$ cat src/rtl/pc_pkg.sv
// Shared types and command decode for the pc_stack program counter.
// Used by pc_stack and pc_ret_stack via import pc_pkg::*.
package pc_pkg;

    typedef enum logic [2:0] {
        PC_HOLD,
        PC_INC,
        PC_LOAD,
        PC_CALL,
        PC_RET
    } pc_op_e;

    // Call on a full stack degrades to a plain load; ret on empty holds.
    function automatic pc_op_e pc_decode(
        input logic load,
        input logic call,
        input logic ret,
        input logic inc,
        input logic full,
        input logic empty
    );
        pc_op_e op;
        if (load)      op = PC_LOAD;
        else if (call) op = full  ? PC_LOAD : PC_CALL;
        else if (ret)  op = empty ? PC_HOLD : PC_RET;
        else if (inc)  op = PC_INC;
        else           op = PC_HOLD;
        return op;
    endfunction

endpackage

$ cat src/rtl/pc_ret_stack.sv
// LIFO return-address storage with level counter for pc_stack.
// Push when full and pop when empty are ignored.
module pc_ret_stack
    import pc_pkg::*;
#(
    parameter int WIDTH = 16,
    parameter int DEPTH = 8,
    localparam int LW = $clog2(DEPTH + 1)
) (
    input  logic             clk,
    input  logic             reset_n,
    input  logic             push_i,
    input  logic             pop_i,
    input  logic [WIDTH-1:0] data_i,
    output logic [WIDTH-1:0] top_o,
    output logic [LW-1:0]    level_o,
    output logic             full_o,
    output logic             empty_o
);

    localparam int IW = (DEPTH > 1) ? $clog2(DEPTH) : 1;

    logic [WIDTH-1:0] mem_q [DEPTH];
    logic [LW-1:0]    level_q, level_d;
    logic [IW-1:0]    wr_idx, rd_idx;
    logic             do_push, do_pop;

    assign full_o  = (level_q == LW'(DEPTH));
    assign empty_o = (level_q == '0);
    assign level_o = level_q;

    assign do_push = push_i && !full_o;
    assign do_pop  = pop_i && !empty_o;

    assign wr_idx = IW'(level_q);
    assign rd_idx = IW'(level_q - 1'b1);
    assign top_o  = empty_o ? '0 : mem_q[rd_idx];

    always_comb begin
        level_d = level_q;
        if (do_push)     level_d = level_q + 1'b1;
        else if (do_pop) level_d = level_q - 1'b1;
    end

    always_ff @(posedge clk) begin
        if (!reset_n) level_q <= '0;
        else          level_q <= level_d;
    end

    // Storage needs no reset: entries above level are never read.
    always_ff @(posedge clk) begin
        if (do_push) begin
            for (int i = 0; i < DEPTH; i++) begin
                if (wr_idx == IW'(i)) mem_q[i] <= data_i;
            end
        end
    end

endmodule

$ cat src/rtl/pc_stack.sv
// Program counter with return-address stack (call/ret), sticky errors.
// Define PC_STACK_ERR_EN to enable overflow/underflow flags and err_clr.
module pc_stack
    import pc_pkg::*;
#(
    parameter int WIDTH = 16,
    parameter int DEPTH = 8,
    localparam int LW = $clog2(DEPTH + 1)
) (
    input  logic             clk,
    input  logic             reset_n,
    input  logic [WIDTH-1:0] in,
    input  logic             load,
    input  logic             inc,
    input  logic             call,
    input  logic             ret,
    input  logic             err_clr,
    output logic [WIDTH-1:0] out,
    output logic [LW-1:0]    level,
    output logic             full,
    output logic             empty,
    output logic             overflow,
    output logic             underflow
);

    logic [WIDTH-1:0] out_q, out_d;
    logic [WIDTH-1:0] pc_inc, top;
    logic             push, pop;
    pc_op_e           op;

    assign pc_inc = out_q + WIDTH'(1);
    assign op     = pc_decode(load, call, ret, inc, full, empty);
    assign out    = out_q;

    pc_ret_stack #(
        .WIDTH (WIDTH),
        .DEPTH (DEPTH)
    ) u_stack (
        .clk     (clk),
        .reset_n (reset_n),
        .push_i  (push),
        .pop_i   (pop),
        .data_i  (pc_inc),
        .top_o   (top),
        .level_o (level),
        .full_o  (full),
        .empty_o (empty)
    );

    always_comb begin
        out_d = out_q;
        push  = 1'b0;
        pop   = 1'b0;
        unique case (op)
            PC_LOAD: out_d = in;
            PC_CALL: begin
                out_d = in;
                push  = 1'b1;
            end
            PC_RET: begin
                out_d = top;
                pop   = 1'b1;
            end
            PC_INC:  out_d = pc_inc;
            default: out_d = out_q;
        endcase
    end

    always_ff @(posedge clk) begin
        if (!reset_n) out_q <= '0;
        else          out_q <= out_d;
    end

`ifdef PC_STACK_ERR_EN
    logic ovf_q, ovf_d, unf_q, unf_d;
    logic ovf_ev, unf_ev;

    assign ovf_ev = !load && call && full;
    assign unf_ev = !load && !call && ret && empty;

    // A fresh error in the clearing cycle keeps the flag set.
    always_comb begin
        ovf_d = ovf_q;
        unf_d = unf_q;
        if (err_clr) begin
            ovf_d = 1'b0;
            unf_d = 1'b0;
        end
        if (ovf_ev) ovf_d = 1'b1;
        if (unf_ev) unf_d = 1'b1;
    end

    always_ff @(posedge clk) begin
        if (!reset_n) begin
            ovf_q <= 1'b0;
            unf_q <= 1'b0;
        end else begin
            ovf_q <= ovf_d;
            unf_q <= unf_d;
        end
    end

    assign overflow  = ovf_q;
    assign underflow = unf_q;
`else
    logic err_clr_unused;
    assign err_clr_unused = err_clr;
    assign overflow  = 1'b0;
    assign underflow = 1'b0;
`endif

endmodule

$ cat config.mk
export PLATFORM = sky130hd
export DESIGN_NAME = pc_stack
export DESIGN_NICKNAME = d
export VERILOG_FILES = /design/src/rtl/pc_pkg.sv /design/src/rtl/pc_ret_stack.sv /design/src/rtl/pc_stack.sv
export SDC_FILE = /design/constraint.sdc
export NUM_CORES = 1
export LEC_CHECK = 0
export CORE_MARGIN = 2
export CORE_UTILIZATION = 35
export CTS_BUF_LIST = sky130_fd_sc_hd__clkbuf_16
export DETAILED_ROUTE_END_ITERATION = 10
export HOLD_SLACK_MARGIN = 0.06
export MAX_ROUTING_LAYER = met4
export PLACE_DENSITY = 0.58
export SLEW_MARGIN = 20
export SYNTH_ARGS = -nofsm -noshare
export SYNTH_HDL_FRONTEND = slang
export SYNTH_HIERARCHICAL = 1
export SYNTH_SLANG_ARGS = --single-unit
$ cat constraint.sdc
create_clock -name clk -period 3.4 [get_ports clk]
set_input_delay 0.34 -clock clk [delete_from_list [all_inputs] [get_ports clk]]
set_output_delay 0.34 -clock clk [all_outputs]
set_load 0.005 [all_outputs]
==> results of run 1 <==
==> layer usage <==
layer	track usage, %	wire length, µm	vias up
met2	27.9	7900	150
met1	21.9	7110	2123
met4	7.47	420	0
met3	3.57	759	28
met5	-	0	-
li1	-	-	1828
==> cells by family (layout without fill, tap and decap cells) <==
family | count (synthesis) | count (layout) | share of synthesized area (%)
AND/OR/NAND/NOR | 95 | 95 | 8.54
flip-flops | 148 | 148 | 64.4
adder cells (fa/ha/maj) | 9 | 9 | 1.71
other | 1 | 2 | 0.0569
multiplexers | 32 | 32 | 10.9
AO/OA/AOI/OAI | 88 | 88 | 9.61
XOR/XNOR | 12 | 12 | 1.59
buffers and inverters | 44 | 106 | 3.15
==> flip-flops by register name (all words and copies together), names as in the netlist <==
name	cells
out	16
u_stack/mem_q	128
u_stack/level_o	4
==> metrics by stage <==
stage          hold WS (ns)  setup WS (ns)  setup TNS (ns)  utilization, %  cells
5_1_grt               0.491          0.362               0            42.4    726
4_1_cts               0.489          0.559               0            42.4    726
3_5_place_dp          0.576          0.576               0            39.4    696
2_1_floorplan         0.457         -0.407          -13.01               -    430
3_3_place_gp          0.562          0.676               0            39.4    696
6_report              0.502          0.548               0            42.4    726
==> worst max-delay path, cell delays in order (launching register included) <==
cell and delay [ns]:
dfxtp_1 0.47, inv_1 0.11, ha_1 0.26, or3b_1 0.29
inv_1 0.14, nand2b_1 0.35, buf_4 0.27, nor2_1 0.30
o2111ai_1 0.19, a21oi_1 0.16, and3b_1 0.19
==> cells in the final DEF (no fill, tap or decap), types with 3 or more instances in the layout <==
cell             count
buf_4               18
a21oi_1              9
o21ai_0             18
o211a_1              3
a22o_1              16
clkbuf_16           17
a31oi_1              7
clkdlybuf4s50_1     43
o211ai_1            10
clkinv_1             5
nor3_1               3
nor2b_1              3
dfxtp_1             19
o31ai_1              5
nand4_1             10
nand3_1             10
nor2_1               8
and3_1              10
ha_1                 9
nor3b_1              4
and2_1               4
edfxtp_1           128
mux4_2              32
inv_1               14
nor4_1               4
clkinv_2             3
o221ai_1             3
xnor2_1             10
nand2_1             20
==> layout make-up <==
class                           instances  area share [%]
Sequential cell                       148            53.9
Clock buffer                           17            5.40
Tap cell                              234            3.72
Timing Repair Buffer                   62            7.44
Clock inverter                         13            1.49
Inverter                               14           0.668
Multi-Input combinational cell        238            27.3
==> where the power goes <==
group / internal [mW] / total (mW) / switching, mW
registers: 2.03 / 2.07 / 0.0428
logic: 0.185 / 0.399 / 0.213
clock network: 1.05 / 1.75 / 0.700
==> how the worst min path moves through the flow <==
stage	from	to	slack [ns]	depth (start not counted)
after global routing	in[4]	out[4]	0.49	3
after CTS	in[4]	out[4]	0.49	3
final	in[4]	out[4]	0.50	3
after global placement	out[0]	out[0]	0.56	2
after detailed placement	out[0]	out[0]	0.58	2
after floorplan	reset_n	u_stack/level_o[0]	0.46	1
==> metrics.yaml, run 1 <==
timing:
  setup_viol_count_final: 0
  rsz0062_at_grt: "no"
  slew_viol_final: 0
  hold_violations: 0
  tightest_slew_ns: 0.896
  slew_headroom_pct: 40.2
  finClkSkew_ns: 0.00708
  period_share_pct: 83.9
  finalCriticalPeriod_ns: 2.85
  fmax_ghz: 0.351
worst_hold_path:
  hold_class: "input port to flop"
run_status:
  status: "finished clean"
clock_network:
  htreeDepth: 4
  cts_resized: 0
  clkSinkCount: 148
  cts_tree: "done"
  cts_buffers: 17
  cts_setup_buffers: 0
  clkTransAtPathRegs_ns: 0.06
  clock_latency_ns: 0.42
  cts_buffer_depth: 2
  root_buffer: "clkbuf_16"
  hold_buffers: 0
floorplan:
  die_w_um: 141
  start_util_pct: 35.5
  top_level_ports: 47
  rows: 50
  die_area_um2: 19900
  core_area_um2: 18600
  die_y_um: 141
power:
  p_total_mw: 4.22
  p_leak_nw: 2.63
  peakVddDrop_v: 0.000252
  power_per_cell_area_nw_per_um2: 536
setup_path:
  crit_arrival_ns: 3.17
  cp_max_fo: 7
  crit_end: "u_stack/level_o[3]"
  reg2reg_to: "u_stack/level_o[3]"
  rr_startpoint: "u_stack/level_o[1]"
  regToRegSetupSlack_ns: 0.55
  startpoint: "u_stack/level_o[1]"
  ff2ff_path_depth: 10
  crit_type: "flop to flop"
  start_kind: "flop"
  critPathRequiredTime_ns: 3.71
  cp-end-kind: "flop"
grt:
  grt_max_degree: 40
  first_global_vias: 4117
  grt_antenna_before_repair: 0
  grt_usage_pct: 17.5
  grt_overflow: 0
  grt_pass1_wl_um: 24600
yosys:
  synth_common_cells: "edfxtp_1, mux4_2, dfxtp_1, nand2_1, o21ai_0"
  synth_area_leader_cell: "edfxtp_1"
  synth_area_um2: 6590
  yosysSeqAreaShare_pct: 64.4
  synth-edff-count: 128
  yosys-top-cells-area: "edfxtp_1, mux4_2, dfxtp_1"
  synth_seq_cells: 148
  post_synth_num_cell_types: 56
  yosysTopAreaCellShare_pct: 58.3
  syn_area_per_cell_um2: 15.4
  ys.flop_type: "edfxtp_1"
  synthCells: 429
  synth_warnings: 6
  synthMostInstantiatedCell: "edfxtp_1"
  async_reset_ff_share_pct: 0
final_layout:
  multi_input_area_um2: 2150
  antenna_cells: 0
  final_area_um2: 7870
  nNetsFinal: 513
  area_growth_pct: 19.4
  drive_gt1_share_pct: 18.3
  nFillCells: 1639
  seq_area_um2: 4250
drt:
  viasPerCell: 5.69
  num_vias: 4129
  drt_iter0_drc: 368
  drcViolationCount: 0
  wl_per_cell_um: 22.3
  ant_nets: 0
  wl_um: 16200
  drt_first_pass_iters: 4
place:
  io_buffers: 43
  hpwl_um: 10000
  place.gp.congestion: 0.856
  placed_area_um2: 7330
run:
  max-cap-violations: 0
Note: power is estimated with default switching activity, not from simulation.
==> run 2, diff against run 1 <==
==> constraint.sdc (replaced) <==
create_clock -name clk -period 2.35 [get_ports clk]
set_input_delay 0.235 -clock clk [delete_from_list [all_inputs] [get_ports clk]]
set_output_delay 0.235 -clock clk [all_outputs]
set_load 0.005 [all_outputs]
==> metrics.yaml, run 2 (same netlist as run 1, synthesis figures left out) <==
setup_path:
  crit_arrival_ns: 2.04
  start_kind: "flop"
  cp_max_fo: 6
  crit_type: "flop to primary output"
  cp-end-kind: "primary output"
  critPathRequiredTime_ns: 2.12
place:
  hpwl_um: 10300
  place_ws_ns: 0.0678
  place.gp.congestion: 0.826
  io_buffers: 43
final_layout:
  drive_gt1_share_pct: 26.4
  area_growth_pct: 25.9
  nNetsFinal: 536
  fin_util_pct: 44.6
  final_common_cell: "edfxtp_1"
  antenna_cells: 0
  nFillCells: 1598
  top_register: "u_stack/mem_q"
  final_cell_mix: "edfxtp_1, clkdlybuf4s50_1, mux4_2, buf_4"
  largest_reg_flops: 128
grt:
  grt_overflow: 0
  first_global_vias: 4275
  grt_antenna_before_repair: 0
  grt_usage_pct: 17.8
  grt_max_degree: 40
  grt_pass1_wl_um: 25100
drt:
  wl_per_cell_um: 21.8
  met3WireLength_um: 687
  drt_iter0_drc: 271
  ant_nets: 0
  viasPerCell: 5.57
  drcViolationCount: 0
  met2_length_um: 8030
  routed.top_layer: "met4"
  m1WireLength_um: 7450
  wl_um: 16300
  num_vias: 4181
  drt_first_pass_iters: 7
floorplan:
  die_w_um: 141
  die_y_um: 141
  core_area_um2: 18600
  die_area_um2: 19900
  top_level_ports: 47
  rows: 50
  start_util_pct: 35.5
power:
  p_total_mw: 6.29
  peakVddDrop_v: 0.000504
  power_per_cell_area_nw_per_um2: 758
  p_leak_nw: 2.79
run_status:
  status: "finished clean"
clock_network:
  clkSinkCount: 148
  clock_latency_ns: 0.42
  htreeDepth: 4
  cts_buffer_depth: 2
  hold_buffers: 0
  cts_buffers: 17
  cts_tree: "done"
  root_buffer: "clkbuf_16"
  clkTransAtPathRegs_ns: 0.06
timing:
  slew_viol_final: 0
  tightest_slew_ns: 0.618
  rsz0062_at_grt: "yes"
  slew_headroom_pct: 58.5
  setup_viol_count_final: 0
  hold_violations: 0
  fmax_ghz: 0.440
  period_share_pct: 96.8
  finClkSkew_ns: 0.00730
  layout_setup_ws_ns: 0.0752
  fin_hold_ws_ns: 0.415
  finalCriticalPeriod_ns: 2.27
  setup_tns_ns: 0
run:
  max-cap-violations: 0
worst_hold_path:
  hold_class: "input port to flop"
run 2: cell count changes in the layout (fill, tap and decap cells not counted), moves of 3 or more:
cell / delta
and3_2: +6
and3_1: -6
nor3b_1: -3
buf_12: +11
buf_4: +12
run 2: routing by layer:
layer  GRT usage, %  vias up
li1               -     1875
met3           4.45       18
met2           28.0      114
met1           22.8     2174
met4           5.32        0
met5              -        -
run 2: worst max-delay path: stages (launching register included):
cell and delay, ns:
dfxtp_1 0.31, inv_1 0.11, ha_4 0.17, or3b_4 0.42, inv_2 0.10, clkdlybuf4s50_1 0.51
run 2: per-stage QoR:
step | cell area, µm² | instances
after detailed placement | 7670 | 716
after floorplan | 6720 | 430
after CTS | 8240 | 747
after global placement | 7670 | 716
final | 8290 | 750
after global routing | 8290 | 750
run 2: path summary, 6_finish.rpt:
kind	from	to	slack [ns]	cells after the start
setup reg to reg	u_stack/level_o[1]	out[3]	0.14	9
hold reg to reg	out[0]	out[0]	0.59	2
hold / removal	in[4]	out[4]	0.41	3
setup / recovery	u_stack/level_o[1]	empty	0.08	5
run 2: repair_timing:
| action | CTS | global route |
|---|---|---|
| endpoints found under the setup margin | 1 | 12 |
| gates resized for setup | 1 | 4 |
| gates cloned | 0 | 0 |
| setup buffers | 0 | 3 |
| pin swaps | 0 | 1 |
run 2: power by group:
group          total [mW]  switching (mW)  leakage (nW)  internal, mW
combinational       0.682           0.346          1.17         0.336
clock                2.63           0.998         0.282          1.63
sequential           2.98          0.0449          1.34          2.93
total                6.29            1.39          2.79          4.90
run 2: area by class of cell:
type / count / area [µm²] / share of cell area (%)
clock buffers: 17 / 425 / 5.13
clock inverters: 14 / 145 / 1.75
well taps: 234 / 293 / 3.53
repair buffers: 85 / 896 / 10.8
multi-input cells: 238 / 2230 / 26.9
inverters: 14 / 55.1 / 0.664
flip-flops and latches: 148 / 4250 / 51.2
